===== src/rtl/seqdet_pkg.sv =====
// Shared types and default widths for the sequence detector tile.
// No logic; parameters and state encodings only.
// Not applicable (no datapath).
package seqdet_pkg;
    localparam int CNT_W_DEF = 8;
    localparam int GAP_W_DEF = 8;
    localparam int SNAP_W    = CNT_W_DEF + GAP_W_DEF;

    typedef enum logic {
        TRK_EMPTY = 1'b0,
        TRK_TRACK = 1'b1
    } trk_state_e;

    typedef enum logic {
        RD_IDLE  = 1'b0,
        RD_SHIFT = 1'b1
    } rd_state_e;
endpackage


===== src/rtl/seqdet_match_monitor_if.sv =====
// Bundle of control inputs and result outputs of the match monitor.
// Wires only, no latency.
// ena is the only stall control; there is no ready path back to the detector.
interface seqdet_match_monitor_if
    import seqdet_pkg::*;
#(
    parameter int CNT_W = CNT_W_DEF,
    parameter int GAP_W = GAP_W_DEF
);
    logic             ena;
    logic             match_in;
    logic             clear;
    logic             snap_req;
    logic [CNT_W-1:0] match_count;
    logic [GAP_W-1:0] gap_last;
    logic             overflow;
    logic             busy;
    logic             ser_out;
    logic             ser_valid;

    modport master (
        output ena, match_in, clear, snap_req,
        input  match_count, gap_last, overflow, busy, ser_out, ser_valid
    );

    modport slave (
        input  ena, match_in, clear, snap_req,
        output match_count, gap_last, overflow, busy, ser_out, ser_valid
    );
endinterface


===== src/rtl/seqdet_snap_shifter.sv =====
// Parallel-load MSB-first shifter with IDLE/SHIFT readout FSM and bit counter.
// First bit on ser_out the cycle after load is sampled; W bits over W enabled cycles.
// ena low stalls the shift and masks ser_valid; load while shifting is ignored.
module seqdet_snap_shifter
    import seqdet_pkg::*;
#(
    parameter int W = SNAP_W
) (
    input  logic         clk,
    input  logic         reset,
    input  logic         ena,
    input  logic         clear,
    input  logic         load,
    input  logic [W-1:0] din,
    output logic         ser_out,
    output logic         ser_valid,
    output logic         busy
);
    localparam int BCW = $clog2(W + 1);

    rd_state_e      state_q, state_d;
    logic [W-1:0]   shreg_q, shreg_d;
    logic [BCW-1:0] bcnt_q,  bcnt_d;

    // State and datapath registers.
    always_ff @(posedge clk or posedge reset) begin
        if (reset) begin
            state_q <= RD_IDLE;
            shreg_q <= '0;
            bcnt_q  <= '0;
        end else begin
            state_q <= state_d;
            shreg_q <= shreg_d;
            bcnt_q  <= bcnt_d;
        end
    end

    // Next state: clear aborts, load only accepted from IDLE, one bit per enabled cycle.
    always_comb begin
        state_d = state_q;
        shreg_d = shreg_q;
        bcnt_d  = bcnt_q;
        if (clear) begin
            state_d = RD_IDLE;
            shreg_d = '0;
            bcnt_d  = '0;
        end else if (ena) begin
            case (state_q)
                RD_IDLE: begin
                    if (load) begin
                        state_d = RD_SHIFT;
                        shreg_d = din;
                        bcnt_d  = BCW'(W);
                    end
                end
                RD_SHIFT: begin
                    shreg_d = shreg_q << 1;
                    bcnt_d  = bcnt_q - BCW'(1);
                    if (bcnt_q == BCW'(1)) begin
                        state_d = RD_IDLE;
                    end
                end
                default: state_d = RD_IDLE;
            endcase
        end
    end

    // Outputs: the register MSB is the pending bit; it shifts to zero by the end of a readout.
    always_comb begin
        busy      = (state_q == RD_SHIFT);
        ser_valid = busy & ena;
        ser_out   = shreg_q[W-1];
    end
endmodule


===== src/rtl/seqdet_match_monitor.sv =====
// Counts detector matches, tracks gap between the last two, serializes a snapshot on request.
// Counters update one cycle after match_in; readout starts the cycle after snap_req.
// ena low freezes everything except clear; snap_req during a readout is dropped.
module seqdet_match_monitor
    import seqdet_pkg::*;
#(
    parameter int CNT_W = CNT_W_DEF,
    parameter int GAP_W = GAP_W_DEF
) (
    input  logic                  clk,
    input  logic                  reset,
    seqdet_match_monitor_if.slave bus
);
    localparam logic [CNT_W-1:0] CNT_MAX = '1;
    localparam logic [GAP_W-1:0] GAP_MAX = '1;

    trk_state_e       trk_q, trk_d;
    logic [CNT_W-1:0] cnt_q, cnt_d;
    logic [GAP_W-1:0] gap_cnt_q, gap_cnt_d;
    logic [GAP_W-1:0] gap_last_q, gap_last_d;
    logic             ovf_q, ovf_d;

    // Tracker state register.
    always_ff @(posedge clk or posedge reset) begin
        if (reset) trk_q <= TRK_EMPTY;
        else       trk_q <= trk_d;
    end

    // Counter registers.
    always_ff @(posedge clk or posedge reset) begin
        if (reset) begin
            cnt_q      <= '0;
            gap_cnt_q  <= '0;
            gap_last_q <= '0;
            ovf_q      <= 1'b0;
        end else begin
            cnt_q      <= cnt_d;
            gap_cnt_q  <= gap_cnt_d;
            gap_last_q <= gap_last_d;
            ovf_q      <= ovf_d;
        end
    end

    // Tracker next state: first match after reset/clear starts tracking.
    always_comb begin
        trk_d = trk_q;
        if (bus.clear) begin
            trk_d = TRK_EMPTY;
        end else if (bus.ena && bus.match_in) begin
            trk_d = TRK_TRACK;
        end
    end

    // Counter updates; the first match has no predecessor so gap_last stays put.
    always_comb begin
        cnt_d      = cnt_q;
        gap_cnt_d  = gap_cnt_q;
        gap_last_d = gap_last_q;
        ovf_d      = ovf_q;
        if (bus.clear) begin
            cnt_d      = '0;
            gap_cnt_d  = '0;
            gap_last_d = '0;
            ovf_d      = 1'b0;
        end else if (bus.ena) begin
            case (trk_q)
                TRK_EMPTY: begin
                    if (bus.match_in) begin
                        cnt_d     = CNT_W'(1);
                        gap_cnt_d = '0;
                    end
                end
                TRK_TRACK: begin
                    if (bus.match_in) begin
                        gap_last_d = (gap_cnt_q == GAP_MAX) ? GAP_MAX : gap_cnt_q + GAP_W'(1);
                        gap_cnt_d  = '0;
                        if (cnt_q == CNT_MAX) ovf_d = 1'b1;
                        else                  cnt_d = cnt_q + CNT_W'(1);
                    end else if (gap_cnt_q != GAP_MAX) begin
                        gap_cnt_d = gap_cnt_q + GAP_W'(1);
                    end
                end
                default: ;
            endcase
        end
    end

    // Snapshot takes the pre-edge registered values, so a same-cycle match is excluded.
    seqdet_snap_shifter #(
        .W (CNT_W + GAP_W)
    ) u_shifter (
        .clk       (clk),
        .reset     (reset),
        .ena       (bus.ena),
        .clear     (bus.clear),
        .load      (bus.snap_req),
        .din       ({cnt_q, gap_last_q}),
        .ser_out   (bus.ser_out),
        .ser_valid (bus.ser_valid),
        .busy      (bus.busy)
    );

    assign bus.match_count = cnt_q;
    assign bus.gap_last    = gap_last_q;
    assign bus.overflow    = ovf_q;
endmodule

===== src/flat_wrapper.sv =====
// flat-port wrapper written by rule: the top's interface ports become plain ports
module seqdet_match_monitor_flat import seqdet_pkg::*;
#(
    parameter int CNT_W = CNT_W_DEF,
    parameter int GAP_W = GAP_W_DEF
)
  (clk, reset, bus_ena, bus_match_in, bus_clear, bus_snap_req, bus_match_count, bus_gap_last, bus_overflow, bus_busy, bus_ser_out, bus_ser_valid);
  seqdet_match_monitor_if #(.CNT_W(CNT_W), .GAP_W(GAP_W)) bus_i ();
  input  logic clk;
  input  logic reset;
  input wire logic [$bits(bus_i.ena)-1:0] bus_ena;
  input wire logic [$bits(bus_i.match_in)-1:0] bus_match_in;
  input wire logic [$bits(bus_i.clear)-1:0] bus_clear;
  input wire logic [$bits(bus_i.snap_req)-1:0] bus_snap_req;
  output wire logic [$bits(bus_i.match_count)-1:0] bus_match_count;
  output wire logic [$bits(bus_i.gap_last)-1:0] bus_gap_last;
  output wire logic [$bits(bus_i.overflow)-1:0] bus_overflow;
  output wire logic [$bits(bus_i.busy)-1:0] bus_busy;
  output wire logic [$bits(bus_i.ser_out)-1:0] bus_ser_out;
  output wire logic [$bits(bus_i.ser_valid)-1:0] bus_ser_valid;
  assign bus_i.ena = bus_ena;
  assign bus_i.match_in = bus_match_in;
  assign bus_i.clear = bus_clear;
  assign bus_i.snap_req = bus_snap_req;
  assign bus_match_count = bus_i.match_count;
  assign bus_gap_last = bus_i.gap_last;
  assign bus_overflow = bus_i.overflow;
  assign bus_busy = bus_i.busy;
  assign bus_ser_out = bus_i.ser_out;
  assign bus_ser_valid = bus_i.ser_valid;
  seqdet_match_monitor #(.CNT_W(CNT_W), .GAP_W(GAP_W)) u_core (.clk(clk), .reset(reset), .bus(bus_i));
endmodule

===== config.mk =====
export PLATFORM = sky130hd
export DESIGN_NAME = seqdet_match_monitor_flat
export DESIGN_NICKNAME = d
export VERILOG_FILES = /design/src/rtl/seqdet_pkg.sv /design/src/rtl/seqdet_match_monitor_if.sv /design/src/rtl/seqdet_snap_shifter.sv /design/src/rtl/seqdet_match_monitor.sv /design/src/flat_wrapper.sv
export SDC_FILE = /design/constraint.sdc
export NUM_CORES = 1
export LEC_CHECK = 0
export BUFFER_PORTS_ARGS = -buffer_cell sky130_fd_sc_hd__clkbuf_2
export CELL_PAD_IN_SITES_DETAIL_PLACEMENT = 1
export CELL_PAD_IN_SITES_GLOBAL_PLACEMENT = 1
export CORE_MARGIN = 1
export CORE_UTILIZATION = 45
export CTS_BUF_LIST = sky130_fd_sc_hd__clkbuf_4 sky130_fd_sc_hd__clkbuf_8 sky130_fd_sc_hd__clkbuf_16
export DETAILED_ROUTE_END_ITERATION = 10
export GPL_TIMING_DRIVEN = 0
export PLACE_DENSITY = 0.78
export REMOVE_ABC_BUFFERS = 1
export SYNTH_ARGS = -nofsm -noshare
export SYNTH_HDL_FRONTEND = slang
export SYNTH_SLANG_ARGS = --single-unit

===== constraint.sdc =====
create_clock -name clk -period 2.1 [get_ports clk]
set_clock_uncertainty 0.05 [all_clocks]
set_input_delay 0.42 -clock clk [delete_from_list [all_inputs] [get_ports clk]]
set_output_delay 0.42 -clock clk [all_outputs]
set_load 0.02 [all_outputs]

## After elaboration in Yosys (flattened, before gate mapping)

Cells that the tools add are included.
W data, S select, Z words.

- $add $sub $neg: 3
- Equal/unequal tests: 9
- Multiplexer cells: 37
- Bitwise logic cells: 3
- Reductions and logical operators: 11

Operator list:

| cell | number |
|---|---|
| $mux W8 | 15 |
| $mux W16 | 3 |
| $pmux W16 S2 | 1 |
| $pmux W8 S2 | 2 |
| $add A8 B1 Y8 const B | 2 |
| $eq A8 B8 Y1 const B | 2 |
| $mux W5 | 3 |
| $ne A3 B3 Y1 const B | 4 |
| $mux W1 | 11 |
| $pmux W5 S2 | 1 |
| $reduce_bool A2 Y1 | 5 |
| $ne A8 B8 Y1 const B | 1 |
| $reduce_and A4 Y1 | 2 |
| $reduce_and A3 Y1 | 2 |
| $eq A5 B1 Y1 const B | 1 |
| $sub A5 B1 Y5 const B | 1 |
| $ne A4 B4 Y1 const B | 1 |
| $not A1 Y1 | 2 |
| $pmux W1 S2 | 1 |
| $reduce_and A2 Y1 | 1 |
| $and A1 B1 Y1 | 1 |
| $logic_and A1 B1 Y1 | 1 |

- Register bits: 48
- Bits of input ports: 6
- Output and inout port bits: 20

## Longest topological paths before layout

- Depth after elaboration: 6
- Depth in mapped cells: 7

## By module

From an unflattened synthesis, not the netlist that was laid out.

- Cells, all modules: 249
- Area, all modules: 2,570.0 µm²

Modules (own cells, without submodules):

| module | instances | cells an instance | area each (µm²) | seq. area each (µm²) |
|---|---|---|---|---|
| seqdet_match_monitor | 1 | 142 | 1,388.8 | 650.6 |
| seqdet_snap_shifter | 1 | 107 | 1,181.1 | 550.5 |

## Least setup slack after synthesis

Ideal clock, no wire load.

- Kind: reg2reg
- Start: reg u_core.cnt_q[0], in the netlist u_core.bus.match_count[0]
- End: reg u_core.cnt_q[7], in the netlist u_core.bus.match_count[7]
- Setup time: 0.120 ns
- Arrival time: 1.657 ns
- Data required time: 1.930 ns
- Setup slack: 0.272 ns
- Cell stages (with the launch flop): 6
- Buffers on the path: 0
- Period minus slack after synthesis: 1.828 ns
- Path through: dfrtp_1 > ha_1 > nand4_1 > nor3_1 > nor2_1 > a41o_1

- Word-level cells in the longest chain between the ends: 6

Ends and longest elaborated chain:

| element | line | text |
|---|---|---|
| start, declared | seqdet_match_monitor.sv:18 | `logic [CNT_W-1:0] cnt_q, cnt_d;` |
| start signal, assigned | seqdet_match_monitor.sv:37 | `cnt_q <= cnt_d;` |
| $add A8 B1 Y8 | seqdet_match_monitor.sv:78 | `else cnt_d = cnt_q + CNT_W'(1);` |
| $mux W8 | seqdet_match_monitor.sv:77 | `if (cnt_q == CNT_MAX) ovf_d = 1'b1;` |
| $mux W8 | seqdet_match_monitor.sv:74 | `if (bus.match_in) begin` |
| $pmux W8 S2 | seqdet_match_monitor.sv:66 | `case (trk_q)` |
| $mux W8 | seqdet_match_monitor.sv:65 | `end else if (bus.ena) begin` |
| $mux W8 | seqdet_match_monitor.sv:60 | `if (bus.clear) begin` |

Parallel ways exist; a longest one is shown, timed or not. The select of a mux whose other input is x is not followed.
A chain may end at the register's enable or synchronous reset.

## Worst setup path after layout

Same ends and word-level chain as after synthesis.

==> qor.csv <==
metric;value;unit
num_vias;2019;
ant_nets;0;
ir_worst_vdd;0.437;mV
whs;29.9;ps
synthFlopType;dfrtp_1;
reg2regPathDepth;5;
die_area;5750;um^2
num_rows;26;
finalSetupViolCount;0;
synth_fa_ha_area_share;2.04;%
clockBufferDepth;2;
num_antenna_cells;0;
synthMuxAreaShare;5.35;%
wl_met2;2790;um
fin_tns_setup;0;ps
synth_seq_cells;48;
wl_per_cell;17.0;um
synth.distinct_cells;50;
syn_inst;251;
end_kind;flop;
place_area;2640;um^2
worstPathRequired;2250;ps
ctsHoldBuffers;0;
grt_max_degree;32;
area_growth;13.0;%
yosysWarnings;0;
clk_latency;300;ps
yosys.area_share.xor_xnor;0.714;%
path_buf_inv;0;
arrival;2140;ps
crit_fanout;8;
grt_pass1_vias;1971;
relSlewSlack;52.4;%
dieHeight;75.8;um
drive_above_1_share;18.1;%
rsz0062_at_grt;no;
power;1.73;mW
overflow;0;
highest_layer;met4;
layout_common_cells;47 x dfrtp_1, 33 x nand2_1, 25 x clkbuf_2;
p_leak;1.29;nW
hold_viol;0;
fmax;0.502;GHz
fp.coreArea;5170;um^2
antenna_found_initial;0;
route.met3.wl;116;um
final_util;53.6;%
cts_root_buf;clkbuf_8;
drt_pass1_iterations;4;
design_area;2770;um^2
path_cells;ha_1 -> nand4_1 -> nor3_2 -> nor2_1 -> a41o_1;
synth-async-reset-ratio;100;%
htree_levels;2;
io_pins;26;
grt.total_usage;22.2;%
drc;0;
tightestPinTransition;710;ps
routed_wl;5890;um
r2r_setup_slack;110;ps
path_clk_slew;90;ps
viasPerCell;5.82;
synth_top_area_cell;dfrtp_1;
r2r-end;u_core.bus.match_count[7];
grt_pass1_wl;9390;um
min_period_over_period;94.8;%
initial_core_util;47.4;%
synth_top_family_by_area;compound AO/OA/AOI/OAI gates;
fin_crit;1990;ps
cts_made_buffers;5;
synth-simple-area-share;18.3;%
yosys-top-cells-area;dfrtp_1 49%, nand2_1 5.0%, mux2i_1 4.9%;
drt-met1-wl;2910;um
startpoint_type;flop;
synth_edf_count;0;
worst_path_dominant_cell_family;simple AND/OR/NAND/NOR gates;
syn_area;2450;um^2
powerDensity;623;nW/um^2
r2r_start;u_core.bus.match_count[0];
outcome;finished clean;
cts_sinks;48;
nets;286;
ys_seq_area_share;49.0;%
synth_compound_area_share;20.9;%
die_w;75.8;um
layout_commonest_cell;dfrtp_1;
portBuffers;25;
synth_area_per_cell;9.78;um^2
cap_violations;0;
hp-class;in -> async;
cts_tree;done;
crit_type;reg -> reg;
synth_top_area_share;49.0;%
dpl.hpwl;4020;um
gp_congestion;0.849;
report.final.slew_viol_count;0;
drt_iter0_drc;65;
crit_slowest_cell;dfrtp_1;
max_stage_delay;510;ps
## kinds of logic (layout without fill, tap and decap cells)
kind of cell             Yosys count  in the layout
AO/OA/AOI/OAI                     72             72
XOR/XNOR                           2              2
adder cells (fa/ha/maj)            4              4
buffers and inverters             20             46
flip-flops                        48             48
multiplexers                      13             13
AND/OR/NAND/NOR                   92             92
## routing by layer
| metal | GRT usage (%) | up-vias |
|---|---|---|
| li1 | - | 968 |
| met1 | 29.9 | 1024 |
| met2 | 36.5 | 19 |
| met3 | 3.57 | 8 |
| met4 | 7.41 | 0 |
| met5 | 0 | - |
## metrics by stage
stage,cells,setup slack [ps]
after global routing,347,40.4
after floorplan,239,-692
after CTS,344,2.23
final,347,109
after global placement,334,-1320
after detailed placement,336,-307
## synth_stat cells, types with 2 or more instances
cell,number
dfrtp_1,48
nand2_1,33
o21ai_0,18
nor2_1,17
a21oi_1,13
mux2i_1,12
nand3_1,12
o31ai_1,11
buf_2,8
inv_1,8
a221o_1,7
a21o_1,6
ha_1,4
nor3_1,4
a22o_1,3
nand2b_1,3
nor2b_1,3
or3_1,3
and3_1,2
clkbuf_1,2
nand3b_1,2
nand4_1,2
o2111ai_1,2
or2_2,2
## timing repair
item / CTS / global route
buffers inserted: 0 / 3
resized for setup: 2 / 2
cloned: 0 / 0
setup endpoints to repair: 20 / 18
## worst max path at each step
stage,from,endpoint,slack [ps],cells after the start
after global placement,u_core.u_shifter.busy,u_core.u_shifter.shreg_q[14],-1320,4
after CTS,u_core.u_shifter.busy,u_core.u_shifter.shreg_q[14],2,4
after detailed placement,u_core.u_shifter.busy,u_core.u_shifter.shreg_q[14],-310,4
after global routing,u_core.bus.match_count[0],u_core.bus.match_count[7],40,5
after floorplan,u_core.u_shifter.busy,u_core.u_shifter.shreg_q[12],-690,4
final,u_core.bus.match_count[0],u_core.bus.match_count[7],110,5
## worst register-to-register path: stages (launching register included)
cell	delay (ps)
dfrtp_1	510
ha_1	300
nand4_1	320
nor3_2	370
nor2_1	110
a41o_1	240
## area by class of cell
type                       count  area (um^2)
multi-input combinational    183         1170
tap                           70         87.6
timing repair buffer          30          183
fill                         585         2400
clock buffer                   8         97.6
inverter                       8         30.0
sequential                    48         1200
## flip-flops by register name (all words and copies together), names as in the netlist
register / flops
u_core.bus.match_count: 8
u_core.u_shifter.busy: 1
u_core.u_shifter.bcnt_q: 5
u_core.u_shifter.shreg_q: 16
u_core.gap_cnt_q: 8
u_core.bus.overflow: 1
u_core.trk_q: 1
u_core.bus.gap_last: 8
## report_power, final
| part | switching (mW) | internal (mW) |
|---|---|---|
| Clock | 0.305 | 0.295 |
| Sequential | 0.0279 | 0.939 |
| Combinational | 0.104 | 0.0558 |
No activity file was read; power rests on OpenSTA's default activity.
